<file path="config.mk">
export PLATFORM = sky130hd
export DESIGN_NAME = mandel_iter
export DESIGN_NICKNAME = d
export VERILOG_FILES = /design/src/rtl/mandel_iter.sv
export SDC_FILE = /design/constraint.sdc
export NUM_CORES = 1
export LEC_CHECK = 0
export BUFFER_PORTS_ARGS = -buffer_cell sky130_fd_sc_hd__buf_2
export CORE_ASPECT_RATIO = 2
export CORE_UTILIZATION = 54
export CTS_CLUSTER_SIZE = 25
export DETAILED_ROUTE_END_ITERATION = 12
export PLACE_DENSITY = 0.76
export SYNTH_ARGS = -nofsm -noshare
export SYNTH_HDL_FRONTEND = slang
export SYNTH_SLANG_ARGS = --single-unit
</file>
<file path="constraint.sdc">
create_clock -name i_clk -period 9.1 [get_ports i_clk]
set_clock_uncertainty 0.15 [all_clocks]
set_input_delay 1.365 -clock i_clk [delete_from_list [all_inputs] [get_ports i_clk]]
set_output_delay 1.365 -clock i_clk [all_outputs]
set_load 0.01 [all_outputs]
</file>
<file path="src/rtl/mandel_iter.sv">
// Mandelbrot escape-time iterator for one pixel.
// Sequences three products per iteration through an external multiplier.
module mandel_iter #(
    parameter int FRAC = 5
) (
    input  logic              i_clk,
    input  logic              i_rst,
    input  logic              i_start,
    input  logic signed [7:0] i_cr,
    input  logic signed [7:0] i_ci,
    input  logic [7:0]        i_max_iter,
    output logic signed [7:0] o_mul_x,
    output logic signed [7:0] o_mul_y,
    output logic              o_mul_start,
    input  logic signed [15:0] i_mul_out,
    input  logic              i_mul_finished,
    output logic              o_busy,
    output logic              o_done,
    output logic [7:0]        o_iter_count,
    output logic              o_escaped
);

    typedef enum logic [2:0] {
        S_IDLE, S_MUL_XX, S_MUL_YY, S_MUL_XY, S_UPDATE, S_DONE
    } state_t;

    // |z|^2 threshold of 4.0 in the product format
    localparam logic signed [16:0] LP_ESC = 17'(4 << (2 * FRAC));

    state_t r_state;
    state_t w_next;
    logic   r_first;
    logic   w_enter_mul;

    logic signed [7:0]  r_cr, r_ci, r_zr, r_zi;
    logic [7:0]         r_max, r_iter;
    logic               r_escaped;
    logic signed [15:0] r_xx, r_yy, r_xy;

    logic signed [16:0] w_sum;
    logic               w_escape;
    logic signed [17:0] w_diff, w_xye, w_crx, w_cix;
    logic signed [17:0] w_zr_n, w_zi_n;
    logic [7:0]         w_iter_inc;

    function automatic logic [7:0] f_sat8(input logic signed [17:0] v);
        if (v > 18'sd127)
            return 8'h7F;
        else if (v < -18'sd128)
            return 8'h80;
        else
            return v[7:0];
    endfunction

    assign w_sum      = {r_xx[15], r_xx} + {r_yy[15], r_yy};
    assign w_escape   = (w_sum > LP_ESC);
    assign w_diff     = {{2{r_xx[15]}}, r_xx} - {{2{r_yy[15]}}, r_yy};
    assign w_xye      = {{2{r_xy[15]}}, r_xy};
    assign w_crx      = {{10{r_cr[7]}}, r_cr};
    assign w_cix      = {{10{r_ci[7]}}, r_ci};
    assign w_zr_n     = (w_diff >>> FRAC) + w_crx;
    assign w_zi_n     = (w_xye >>> (FRAC - 1)) + w_cix;
    assign w_iter_inc = r_iter + 8'd1;

    assign w_enter_mul = (w_next != r_state) &&
                         (w_next inside {S_MUL_XX, S_MUL_YY, S_MUL_XY});

    // state register plus first-cycle flag for the multiplier request
    always_ff @(posedge i_clk) begin
        if (i_rst) begin
            r_state <= S_IDLE;
            r_first <= 1'b0;
        end else begin
            r_state <= w_next;
            r_first <= w_enter_mul;
        end
    end

    // next-state logic
    always_comb begin
        w_next = r_state;
        unique case (r_state)
            S_IDLE:
                if (i_start)
                    w_next = (i_max_iter == 8'd0) ? S_DONE : S_MUL_XX;
            S_MUL_XX:
                if (i_mul_finished) w_next = S_MUL_YY;
            S_MUL_YY:
                if (i_mul_finished) w_next = S_MUL_XY;
            S_MUL_XY:
                if (i_mul_finished) w_next = S_UPDATE;
            S_UPDATE:
                if (w_escape || (w_iter_inc == r_max))
                    w_next = S_DONE;
                else
                    w_next = S_MUL_XX;
            S_DONE:
                w_next = S_IDLE;
            default:
                w_next = S_IDLE;
        endcase
    end

    // outputs decoded from state; operands are zero outside MUL states
    always_comb begin
        o_mul_x     = 8'sd0;
        o_mul_y     = 8'sd0;
        o_mul_start = 1'b0;
        o_busy      = (r_state != S_IDLE);
        o_done      = (r_state == S_DONE);
        unique case (r_state)
            S_MUL_XX: begin
                o_mul_x     = r_zr;
                o_mul_y     = r_zr;
                o_mul_start = r_first;
            end
            S_MUL_YY: begin
                o_mul_x     = r_zi;
                o_mul_y     = r_zi;
                o_mul_start = r_first;
            end
            S_MUL_XY: begin
                o_mul_x     = r_zr;
                o_mul_y     = r_zi;
                o_mul_start = r_first;
            end
            default: ;
        endcase
    end

    assign o_iter_count = r_iter;
    assign o_escaped    = r_escaped;

    // datapath: operand latch, product capture and z update
    always_ff @(posedge i_clk) begin
        if (i_rst) begin
            r_cr      <= '0;
            r_ci      <= '0;
            r_zr      <= '0;
            r_zi      <= '0;
            r_max     <= '0;
            r_iter    <= '0;
            r_escaped <= 1'b0;
            r_xx      <= '0;
            r_yy      <= '0;
            r_xy      <= '0;
        end else begin
            case (r_state)
                S_IDLE:
                    if (i_start) begin
                        r_cr      <= i_cr;
                        r_ci      <= i_ci;
                        r_max     <= i_max_iter;
                        r_zr      <= '0;
                        r_zi      <= '0;
                        r_iter    <= '0;
                        r_escaped <= 1'b0;
                    end
                S_MUL_XX:
                    if (i_mul_finished) r_xx <= i_mul_out;
                S_MUL_YY:
                    if (i_mul_finished) r_yy <= i_mul_out;
                S_MUL_XY:
                    if (i_mul_finished) r_xy <= i_mul_out;
                S_UPDATE:
                    if (w_escape) begin
                        r_escaped <= 1'b1;
                    end else begin
                        r_zr   <= f_sat8(w_zr_n);
                        r_zi   <= f_sat8(w_zi_n);
                        r_iter <= w_iter_inc;
                    end
                default: ;
            endcase
        end
    end

endmodule

</file>
==> run summary, run 1 <==
======================================================================================
ANT nets after route ....................................................            0
HPWL Detailed ...........................................................     13500 um
Maximum clock path buffer count .........................................            2
Average wire per cell in the routed design ..............................      16.6 um
Static Leak .............................................................      3.06 nW
Required time at the endpoint of the critical path ......................      9150 ps
Worst-case setup slack after placement ..................................      4210 ps
Count of port buffers added during placement ............................           71
Number of instances in the synthesized netlist ..........................          869
Clock tree from TritonCTS ...............................................         done
Post-CTS Setup Bufs .....................................................            0
Area grow syn2layout ....................................................        9.61%
Final Instance Area .....................................................   7280 sq um
Wire length of the first global-routing pass ............................     28500 um
IO Pins .................................................................           72
Number of vias in the routed layout .....................................         6365
Cell with the most instances after synthesis ............................ sky130_fd_sc_hd__nand2_1
Gpl congestion ..........................................................        0.888
Effective utilization at floorplan ......................................        0.551
Utilization after layout ................................................        0.604
Number of gates given a new drive strength after cts ....................            0
Worst Hold Slack ........................................................       317 ps
Average cell area after synthesis .......................................   7.64 sq um
Detailed-route wire length ..............................................     17600 um
Number of global-route vias before repair ...............................         6256
Most used DFF post-synth ................................................ sky130_fd_sc_hd__dfxtp_1
Die H ...................................................................       159 um
Number of register bits inferred by synthesis ...........................           97
Clock slew at the register clock pins of the worst setup and hold paths .        70 ps
Status ..................................................................    completed
Number of hold-repair buffers added at the cts stage ....................            0
Clock tree root buffer cell ............................................. sky130_fd_sc_hd__clkbuf_16
WS Path Type ............................................................   reg -> reg
Tmin final ..............................................................      4970 ps
Total CTS buffers .......................................................            9
Largest net degree at the start of global routing .......................           66
Share of final-layout standard cells stronger than drive strength 1 .....        0.117
Global-route congestion overflow total ..................................            0
Async SR Flop Fraction ..................................................            0
Maximum frequency from static timing analysis ...........................      201 MHz
Fraction of synthesized cell area taken by the top area cell type .......        0.292
Register area share after synthesis .....................................        0.292
Power density over the cells ............................................  165 nW/um^2
Final net count .........................................................         1016
Number of antenna violations at the first check in global routing .......            0
ANT cells ...............................................................            0
Measured slew at the worst slew-check pin ...............................       931 ps
Crit. End Element .......................................................    flip-flop
Fraction of the cycle the final worst path needs ........................        0.546
Clock latency on the worst-skew pair ....................................       350 ps
EDFF count, synth .......................................................            0
Highest ir drop seen on vdd .............................................       122 uV
Remaining DRCs ..........................................................            0
Layout filler cell count ................................................         1172
Worst EP arrival ........................................................      5020 ps
Clk sinks ...............................................................           97
Routed via count divided by cell count ..................................         5.99
Die X ...................................................................      80.4 um
Final Setup Violations ..................................................            0
Post-synth cell types ...................................................           70
Setup ws final ..........................................................      4130 ps
First-pass iteration count of the detailed router .......................            4
Area of placed instances ................................................   6990 sq um
Synth top cells by count ................................................ 169 x sky130_fd_sc_hd__nand2_1, 105 x sky130_fd_sc_hd__a21oi_1, 97 x sky130_fd_sc_hd__dfxtp_1
Endpoints failing hold ..................................................            0
Min-Delay Path Class ....................................................   reg -> reg
Slew headroom ...........................................................        0.380
Total nets after synthesis ..............................................          974
Global router's overall resource usage ..................................        0.287
Die outline area ........................................................  12800 sq um
Count of synthesis-stage warnings from yosys ............................            0
Largest cells by area after synthesis ................................... sky130_fd_sc_hd__dfxtp_1 29%, sky130_fd_sc_hd__ha_1 11%, sky130_fd_sc_hd__nand2_1 9.6%, sky130_fd_sc_hd__a21oi_1 7.9%, sky130_fd_sc_hd__xnor2_1 4.4%
Post-synthesis cell type with the largest combined area ................. sky130_fd_sc_hd__dfxtp_1
Netlist area before placement ...........................................   6640 sq um
Core region area ........................................................  12100 sq um
RSZ-0062 raised after global routing ....................................           no
Type of origin of the critical path .....................................    flip-flop
First-iteration detailed-routing DRC count ..............................          290
Deepest level of the CTS H-tree .........................................            3
Count of maximum capacitance violations .................................            0
Site Rows ...............................................................           57
Setup TNS Final .........................................................         0 ps
Critical-path maximum fanout ............................................            4
Final-report max-slew violation count ...................................            0
======================================================================================
cell families (layout without fill, tap and decap cells):
family                     Yosys count  in the layout  share of synthesized area
adders and majority gates           61             61                      0.118
and+or+nand+nor                    324            324                      0.220
buffers and inverters               83            130                     0.0541
muxes                                7              7                     0.0117
AOI/OAI and AO/OA                  252            252                      0.244
xor gates and xnor gates            45             45                     0.0594
DFF                                 97             97                      0.292
where the power goes:
| group | switching [mW] | internal (mW) |
|---|---|---|
| logic | 0.217 | 0.148 |
| registers | 0.0192 | 0.442 |
| clock network | 0.183 | 0.190 |
per-stage QoR:
stage / instances / power (mW)
floorplan: 869 / 0.744
global placement: 1047 / 0.830
detailed placement: 1047 / 0.833
CTS: 1063 / 1.20
global route: 1063 / 1.26
finish: 1063 / 1.20
critical path, stage by stage, from the launching register on:
cell	delay [ps]
sky130_fd_sc_hd__dfxtp_1	390
sky130_fd_sc_hd__inv_1	70
sky130_fd_sc_hd__ha_1	280
sky130_fd_sc_hd__nor2b_1	130
sky130_fd_sc_hd__o21a_1	160
sky130_fd_sc_hd__o21a_1	180
sky130_fd_sc_hd__o211ai_1	280
sky130_fd_sc_hd__a21o_1	190
sky130_fd_sc_hd__a31oi_1	130
sky130_fd_sc_hd__and4_1	230
sky130_fd_sc_hd__a2111oi_0	670
sky130_fd_sc_hd__xnor2_1	140
sky130_fd_sc_hd__ha_1	330
sky130_fd_sc_hd__inv_1	70
sky130_fd_sc_hd__o31ai_1	290
sky130_fd_sc_hd__a21oi_1	130
sky130_fd_sc_hd__xnor2_1	150
sky130_fd_sc_hd__o41a_1	480
sky130_fd_sc_hd__nand2_1	160
sky130_fd_sc_hd__o21a_1	140
sky130_fd_sc_hd__a211oi_1	60
cell usage in the layout, fill, tap and decap left out, types with 5 or more instances in the layout:
| cell | netlist | routed |
|---|---|---|
| sky130_fd_sc_hd__nor2b_1 | 14 | 14 |
| sky130_fd_sc_hd__xnor2_1 | 33 | 33 |
| sky130_fd_sc_hd__inv_1 | 40 | 40 |
| sky130_fd_sc_hd__a21oi_1 | 105 | 105 |
| sky130_fd_sc_hd__xor2_1 | 12 | 12 |
| sky130_fd_sc_hd__buf_2 | 4 | 71 |
| sky130_fd_sc_hd__o21a_1 | 11 | 11 |
| sky130_fd_sc_hd__o21ai_0 | 38 | 38 |
| sky130_fd_sc_hd__nand2_1 | 169 | 169 |
| sky130_fd_sc_hd__a21o_1 | 7 | 7 |
| sky130_fd_sc_hd__ha_1 | 58 | 58 |
| sky130_fd_sc_hd__and3_1 | 6 | 6 |
| sky130_fd_sc_hd__a22oi_1 | 17 | 17 |
| sky130_fd_sc_hd__o211ai_1 | 5 | 5 |
| sky130_fd_sc_hd__a31oi_1 | 8 | 8 |
| sky130_fd_sc_hd__nor2_1 | 60 | 60 |
| sky130_fd_sc_hd__dfxtp_1 | 97 | 97 |
| sky130_fd_sc_hd__nand3_1 | 9 | 9 |
| sky130_fd_sc_hd__nand2b_1 | 11 | 11 |
| sky130_fd_sc_hd__nor4_1 | 6 | 6 |
| sky130_fd_sc_hd__and2_1 | 6 | 6 |
| sky130_fd_sc_hd__clkbuf_16 | 0 | 9 |
| sky130_fd_sc_hd__a211oi_1 | 9 | 9 |
| sky130_fd_sc_hd__mux2_2 | 5 | 5 |
| sky130_fd_sc_hd__nor3_1 | 16 | 16 |
| sky130_fd_sc_hd__o31ai_1 | 5 | 5 |
path summary, 6_finish.rpt:
path | from | endpoint | slack [ps] | cells past startpoint
min reg2reg | r_ci[2] | r_ci[2] | 320 | 2
max | r_yy[1] | r_zr[6] | 4130 | 20
max reg2reg | r_yy[1] | r_zr[6] | 4130 | 20
min | r_ci[2] | r_ci[2] | 320 | 2
sequential cells by signal, indices dropped and copies added, names as in the netlist:
| name | flops |
|---|---|
| r_xx | 16 |
| r_yy | 16 |
| r_xy | 12 |
| o_iter_count | 8 |
| r_ci | 8 |
| r_cr | 8 |
| r_max | 8 |
| r_zi | 8 |
| r_zr | 8 |
| r_state | 3 |
| o_escaped | 1 |
| r_first | 1 |
final cells by class:
| cell class | count | area [sq um] | share of cell area |
|---|---|---|---|
| Clock buffer | 9 | 225 | 0.0309 |
| Timing Repair Buffer | 74 | 378 | 0.0519 |
| Tap cell | 147 | 184 | 0.0253 |
| Clock inverter | 7 | 60.1 | 0.00825 |
| Sequential cell | 97 | 1940 | 0.267 |
| Inverter | 40 | 150 | 0.0206 |
| Multi-Input combinational cell | 689 | 4340 | 0.596 |
layer usage:
layer	vias to the layer above	share of wire	global-route usage
met2	177	0.54	0.535
met1	3005	0.37	0.289
met4	0	0.052	0.176
met3	63	0.039	0.0287
li1	3120	-	-
met5	-	0	0
Note: power is estimated with default switching activity, not from simulation.
==> run 2: changes to the inputs <==
- ABC_AREA: not set -> 1
- clock period: 9.1 -> 4.8 ns (I/O delays scaled with it)
==> run summary, run 2 <==
======================================================================================
Share of final-layout standard cells stronger than drive strength 1 .....       0.0978   -0.0190
Average cell area after synthesis .......................................   6.38 sq um   -17%
WS Path Type ............................................................   reg -> reg
Global-route congestion overflow total ..................................            0   unchanged
Most frequent standard cell in the layout excluding fill and tap cells .. sky130_fd_sc_hd__nand2_1
Measured slew at the worst slew-check pin ...............................       821 ps   -110 ps
Maximum frequency from static timing analysis ...........................      236 MHz   +17%
Number of vias in the routed layout .....................................         7266   +14%
Clock tree from TritonCTS ...............................................         done
Number of instances in the synthesized netlist ..........................         1088   +25%
Critical-path maximum fanout ............................................            7   +3
Number of register bits inferred by synthesis ...........................           97   unchanged
Tmin final ..............................................................      4230 ps   -734 ps
Global router's overall resource usage ..................................        0.308   +0.0214
Setup ws final ..........................................................       565 ps   -3570 ps
Clock slew at the register clock pins of the worst setup and hold paths .        70 ps   about the same
Registers with the most flip-flops ...................................... r_xx x16, r_yy x16, r_xy x12
Clk sinks ...............................................................           97   unchanged
Average wire per cell in the routed design ..............................      15.2 um   -8.1%
Final net count .........................................................         1245   +23%
EDFF count, synth .......................................................            0   unchanged
Total nets after synthesis ..............................................         1193   +22%
Highest ir drop seen on vdd .............................................       225 uV   +84%
Endpoints failing hold ..................................................            0   unchanged
Cell with the most instances after synthesis ............................ sky130_fd_sc_hd__nand2_1
Clock latency on the worst-skew pair ....................................       350 ps   about the same
IO Pins .................................................................           72   unchanged
Startpoint of the most critical hold path ...............................    o_escaped
Die H ...................................................................       162 um   +2.2%
Total CTS buffers .......................................................            9   unchanged
Required time at the endpoint of the critical path ......................      4930 ps   -4220 ps
Clock tree root buffer cell ............................................. sky130_fd_sc_hd__clkbuf_16
First-iteration detailed-routing DRC count ..............................          394   +36%
Effective utilization at floorplan ......................................        0.553   +0.00180
Number of antenna violations at the first check in global routing .......            0   unchanged
Wire length of the first global-routing pass ............................     31400 um   +10%
Crit. End Element .......................................................    flip-flop
Fraction of the cycle the final worst path needs ........................        0.882   +0.336
Most used DFF post-synth ................................................ sky130_fd_sc_hd__dfxtp_1
Gpl congestion ..........................................................         1.07   +20%
Largest cells by area after synthesis ................................... sky130_fd_sc_hd__dfxtp_1 28%, sky130_fd_sc_hd__nand2_1 11%, sky130_fd_sc_hd__ha_1 10%, sky130_fd_sc_hd__nor2_1 9.1%, sky130_fd_sc_hd__inv_1 7.6%
ANT nets after route ....................................................            0   unchanged
Netlist area before placement ...........................................   6940 sq um   +4.5%
Count of maximum capacitance violations .................................            0   unchanged
Number of hold-repair buffers added at the cts stage ....................            0   unchanged
Worst hold path depth ...................................................            2   unchanged
Setup TNS Final .........................................................         0 ps   unchanged
Worst r2r path cells ....................................................           27   +35%
Count of port buffers added during placement ............................           71   unchanged
HPWL Detailed ...........................................................     15700 um   +16%
Worst r2r dst ...........................................................      r_zr[4]
Die X ...................................................................      82.2 um   +2.2%
First-pass iteration count of the detailed router .......................            5   +1
Die outline area ........................................................  13300 sq um   +4.4%
Final Setup Violations ..................................................            0   unchanged
Power density over the cells ............................................  345 nW/um^2   +110%
Final Instance Area .....................................................   7660 sq um   +5.2%
Area grow syn2layout ....................................................        10.4%
Count of synthesis-stage warnings from yosys ............................            0   unchanged
Deepest level of the CTS H-tree .........................................            3   unchanged
Critical R2R Launch .....................................................      r_yy[6]
Destination of the worst hold path ......................................    o_escaped
Fraction of synthesized cell area taken by the top area cell type .......        0.280   -0.0126
Setup slack of the most critical reg-to-reg path ........................       570 ps   -3570 ps
Top library cells by usage in the layout, fill and taps aside ........... 203 x sky130_fd_sc_hd__nand2_1, 169 x sky130_fd_sc_hd__nor2_1, 141 x sky130_fd_sc_hd__inv_1
Remaining DRCs ..........................................................            0   unchanged
Type of origin of the critical path .....................................    flip-flop
Worst-case setup slack after placement ..................................       577 ps   -3630 ps
Detailed-route wire length ..............................................     19700 um   +12%
Area of placed instances ................................................   7370 sq um   +5.4%
Synth top cells by count ................................................ 203 x sky130_fd_sc_hd__nand2_1, 169 x sky130_fd_sc_hd__nor2_1, 141 x sky130_fd_sc_hd__inv_1
Post-synthesis cell type with the largest combined area ................. sky130_fd_sc_hd__dfxtp_1
Async SR Flop Fraction ..................................................            0   unchanged
RSZ-0062 raised after global routing ....................................           no
Slew headroom ...........................................................        0.452   +0.0725
Static Leak .............................................................      3.88 nW   +27%
Site Rows ...............................................................           58   +1.8%
Routed via count divided by cell count ..................................         5.61   -6.3%
Min-Delay Path Class ....................................................   reg -> reg
Number of global-route vias before repair ...............................         6989   +12%
Core region area ........................................................  12600 sq um   +4.2%
Register area share after synthesis .....................................        0.280   -0.0126
Maximum clock path buffer count .........................................            2   unchanged
Status ..................................................................    completed
Largest net degree at the start of global routing .......................           74   +12%
Worst EP arrival ........................................................      4370 ps   -650 ps
Final-report max-slew violation count ...................................            0   unchanged
Post-synth cell types ...................................................           39   -44%
ANT cells ...............................................................            0   unchanged
======================================================================================
[run 2: layout make-up]
type                    count  area (sq um)
fillers                  1306          4890
multi-input cells         803          4270
flip-flops and latches     97          1940
inverters                 150           563
repair buffers             79           415
clock buffers               9           225
well taps                 150           188
clock inverters             7          60.1
[run 2: stage by stage]
| step | power, mW | util | std cells | hold WS, ps |
|---|---|---|---|---|
| 3_5_place_dp | 1.95 | 0.587 | 1279 | 314 |
| 4_1_cts | 2.64 | 0.610 | 1295 | 323 |
| 2_1_floorplan | 1.69 | - | 1088 | 291 |
| 5_1_grt | 2.83 | 0.610 | 1295 | 352 |
| 6_report | 2.64 | 0.610 | 1295 | 324 |
| 3_3_place_gp | 1.94 | 0.587 | 1279 | 304 |
[run 2: worst max-delay path by stage]
stage | start | end | slack, ps | cells past startpoint
2_1_floorplan | r_yy[6] | r_zr[1] | 1250 | 25
3_3_place_gp | r_yy[6] | r_zr[5] | 550 | 24
3_5_place_dp | r_yy[6] | r_zr[5] | 580 | 24
4_1_cts | r_yy[6] | r_zr[6] | 550 | 22
5_1_grt | r_yy[2] | r_zr[4] | 70 | 27
6_report | r_yy[6] | r_zr[4] | 570 | 27
[run 2: where the power goes]
group          internal (mW)  switching, mW  total [mW]
sequential             0.852         0.0337       0.885
combinational          0.360          0.702        1.06
clock                  0.360          0.336       0.697
[run 2: metal layers]
metal | share of wire | GRT usage | vias to the layer above | routed length (um)
met1 | 0.37 | 0.298 | 3284 | 7220
li1 | - | - | 3654 | -
met2 | 0.53 | 0.568 | 246 | 10500
met5 | 0 | 0 | - | 0
met4 | 0.061 | 0.197 | 0 | 1200
met3 | 0.042 | 0.0551 | 82 | 821
[run 2: timing repair]
action / CTS / global route
resized for setup: 0 / 1
setup buffers: 0 / 0
endpoints found under the setup margin: 0 / 7
[run 2: cells by family after synthesis]
group	count (synthesis)	share of synthesized area
AND/OR/NAND/NOR	498	0.298
AO/OA/AOI/OAI	216	0.168
buffers and inverters	188	0.106
flip-flops	97	0.280
adder cells (fa/ha/maj)	61	0.113
XOR/XNOR	28	0.0353
[run 2: worst max-delay path, cell delays in order, from the launching register on]
cell	delay (ps)
sky130_fd_sc_hd__dfxtp_1	330
sky130_fd_sc_hd__inv_1	60
sky130_fd_sc_hd__ha_1	430
sky130_fd_sc_hd__nand2_1	150
sky130_fd_sc_hd__o21ai_0	190
sky130_fd_sc_hd__a21oi_1	90
sky130_fd_sc_hd__nor2_1	110
sky130_fd_sc_hd__inv_1	70
sky130_fd_sc_hd__a31oi_1	230
sky130_fd_sc_hd__inv_1	70
sky130_fd_sc_hd__o21bai_1	150
sky130_fd_sc_hd__xor2_1	200
sky130_fd_sc_hd__inv_1	70
sky130_fd_sc_hd__ha_1	380
sky130_fd_sc_hd__nand2_1	110
sky130_fd_sc_hd__nor2_1	270
sky130_fd_sc_hd__nand2_1	120
sky130_fd_sc_hd__nand2_1	80
sky130_fd_sc_hd__nand2_1	40
sky130_fd_sc_hd__nand2_1	80
sky130_fd_sc_hd__nand2_1	60
sky130_fd_sc_hd__nor2_1	100
sky130_fd_sc_hd__nand2_1	50
sky130_fd_sc_hd__nand2_1	180
sky130_fd_sc_hd__nand2_1	80
sky130_fd_sc_hd__nand2_1	60
sky130_fd_sc_hd__nand3_1	70
sky130_fd_sc_hd__a21oi_1	170
==> run 3: changes to the inputs <==
- GPL_TIMING_DRIVEN: not set -> 0
==> run summary, run 3 (synthesis gave the netlist of run 2 again) <==
======================================================================================
Status ..................................................................    completed
Number of global-route vias before repair ...............................         6743   -3.5%
Sw Pwr ..................................................................      1.10 mW   +3.1%
Fraction of the cycle the final worst path needs ........................        0.896   +0.0136
Wire length of the first global-routing pass ............................     32400 um   +3.2%
Global-route congestion overflow total ..................................            0   unchanged
Worst path top cell family by delay ..................................... compound AO/OA/AOI/OAI gates
Effective utilization at floorplan ......................................        0.553   unchanged
Worst EP arrival ........................................................      4370 ps   about the same
Relative contribution of combinational cells to total power .............        0.404   +0.002
WS Path Type ............................................................   reg -> reg
Average wire per cell in the routed design ..............................      15.7 um   +3.0%
Critical path depth .....................................................           21   -22%
Cell-internal power .....................................................      1.58 mW   +0.53%
Final-report max-slew violation count ...................................            0   unchanged
Clk sinks ...............................................................           97   unchanged
Highest ir drop seen on vdd .............................................       249 uV   +11%
Maximum clock path buffer count .........................................            2   unchanged
Number of gates given a new drive strength after cts ....................            0   unchanged
Remaining DRCs ..........................................................            0   unchanged
Measured slew at the worst slew-check pin ...............................       614 ps   -206 ps
Count of port buffers added during placement ............................           70   -1.4%
Count of maximum capacitance violations .................................            0   unchanged
Post-CTS Setup Bufs .....................................................            0   unchanged
Final Setup Violations ..................................................            0   unchanged
Critical Path Slowest Stage Cell ........................................ sky130_fd_sc_hd__o21ai_1
Worst path bufs/invs ....................................................            2   -2
Slew headroom ...........................................................        0.589   +0.137
Power density over the cells ............................................  346 nW/um^2   about the same
Worst hold path depth ...................................................            2   unchanged
Number of hold-repair buffers added at the cts stage ....................            0   unchanged
Startpoint of the most critical hold path ...............................     r_max[2]
Detailed-route wire length ..............................................     20800 um   +5.3%
First-iteration detailed-routing DRC count ..............................          363   -7.9%
Die H ...................................................................       162 um   unchanged
Number of vias in the routed layout .....................................         7400   +1.8%
Setup slack of the most critical reg-to-reg path ........................       500 ps   -70 ps
ANT nets after route ....................................................            0   unchanged
HPWL Detailed ...........................................................     16800 um   +7.3%
Worst r2r path cells ....................................................           21   -22%
Gpl congestion ..........................................................        0.951   -11%
Tmin final ..............................................................      4300 ps   +65.4 ps
Setup TNS Final .........................................................         0 ps   unchanged
Proportion of power drawn by the clock network ..........................        0.266   +0.002
Clock slew at the register clock pins of the worst setup and hold paths .        80 ps   about the same
Maximum frequency from static timing analysis ...........................      233 MHz   -1.5%
Global router's overall resource usage ..................................        0.323   +0.0152
Registers with the most flip-flops ...................................... r_xx x16, r_yy x16, r_xy x12
First-pass iteration count of the detailed router .......................            8   +3
Share of final-layout standard cells stronger than drive strength 1 .....       0.0954   -0.00242
Worst-case setup slack after placement ..................................       515 ps   -62.2 ps
Total CTS buffers .......................................................            9   unchanged
Most frequent standard cell in the layout excluding fill and tap cells .. sky130_fd_sc_hd__nand2_1
Sw Share ................................................................        0.411   +0.00604
Critical-path maximum fanout ............................................            7   unchanged
Clock tree root buffer cell ............................................. sky130_fd_sc_hd__clkbuf_16
Final net count .........................................................         1274   +2.3%
ANT cells ...............................................................            0   unchanged
Most common cell on crit path ........................................... sky130_fd_sc_hd__nand2_1
Type of origin of the critical path .....................................    flip-flop
Die outline area ........................................................  13300 sq um   unchanged
Sequential share of power ...............................................        0.330   -0.005
Critical R2R Launch .....................................................      r_yy[4]
Static Leak .............................................................      3.92 nW   +0.86%
Endpoints failing hold ..................................................            0   unchanged
Clock tree from TritonCTS ...............................................         done
Required time at the endpoint of the critical path ......................      4870 ps   -60 ps
Worst r2r dst ...........................................................      r_zr[0]
Core region area ........................................................  12600 sq um   unchanged
Die X ...................................................................      82.2 um   unchanged
Largest net degree at the start of global routing .......................           20   -73%
Maximum single-stage delay on the critical path .........................       420 ps   about the same
Source of the critical timing path ......................................      r_yy[4]
Min-Delay Path Class ....................................................   reg -> reg
Capture point of the worst path .........................................      r_zr[0]
Cell breakdown of the critical path ..................................... inv_1 > ha_1 > a21oi_1 > o221ai_1 > nand3_1 > nand4_1 > a21o_1 > nand2_1 > nand2_1 > xor2_1 > ha_1 > inv_1 > o21bai_1 > a21oi_1 > nand4_1 > nand2_1 > nand2_1 > o21ai_1 > nand2_1 > nand3_1 > a21oi_1
Worst Hold Slack ........................................................       323 ps   -1.16 ps
Crit. End Element .......................................................    flip-flop
Area grow syn2layout ....................................................        12.0%
IO Pins .................................................................           72   unchanged
Number of antenna violations at the first check in global routing .......            0   unchanged
Utilization after layout ................................................        0.619   +0.00897
Setup ws final ..........................................................       500 ps   -65.4 ps
Deepest level of the CTS H-tree .........................................            3   unchanged
Clock latency on the worst-skew pair ....................................       350 ps   about the same
Site Rows ...............................................................           58   unchanged
RSZ-0062 raised after global routing ....................................           no
Routed via count divided by cell count ..................................         5.59   -0.39%
Top library cells by usage in the layout, fill and taps aside ........... 203 x sky130_fd_sc_hd__nand2_1, 169 x sky130_fd_sc_hd__nor2_1, 141 x sky130_fd_sc_hd__inv_1
======================================================================================
-- run 3: worst min path at each step --
stage           endpoint  slack (ps)
3_5_place_dp    r_max[0]         310
4_1_cts         r_max[0]         330
2_1_floorplan   r_max[2]         290
3_3_place_gp   o_escaped         310
5_1_grt          r_zr[4]         350
6_report        r_max[2]         320
-- run 3: power groups by stage --
stage          combinational, mW  sequential (mW)  clock, mW
6_report                    1.08            0.887      0.715
5_1_grt                     1.22            0.892      0.754
4_1_cts                     1.07            0.887      0.720
3_5_place_dp                1.07            0.905          0
3_3_place_gp                1.05            0.904          0
2_1_floorplan              0.795            0.892          0
-- run 3: cell type report --
| type | instances | area (sq um) |
|---|---|---|
| Tap cell | 150 | 188 |
| Multi-Input combinational cell | 803 | 4260 |
| Clock buffer | 9 | 225 |
| Clock inverter | 7 | 70.1 |
| Buffer | 38 | 171 |
| Inverter | 150 | 563 |
| Sequential cell | 97 | 1940 |
| Fill cell | 1242 | 4780 |
| Timing Repair Buffer | 70 | 350 |
-- run 3: per-layer routing --
metal	vias up	global-route usage	routed length, um	part of all wire
li1	3708	-	-	-
met1	3328	0.310	7320	0.35
met2	284	0.604	11100	0.53
met3	80	0.0534	1030	0.050
met4	0	0.204	1370	0.066
met5	-	0	0	0
-- run 3: worst min-delay path, delay by kind of cell, from the launching register on --
family          cells  cell delay, ps
flops               1             310
buf+inv             1              60
compound gates      1              50
-- run 3: through the flow --
stage / instances / instance area (sq um) / power [mW]
finish: 1324 / 7770 / 2.69
global route: 1324 / 7770 / 2.87
CTS: 1324 / 7770 / 2.68
detailed placement: 1308 / 7480 / 1.97
global placement: 1308 / 7480 / 1.96
floorplan: 1088 / 6940 / 1.69
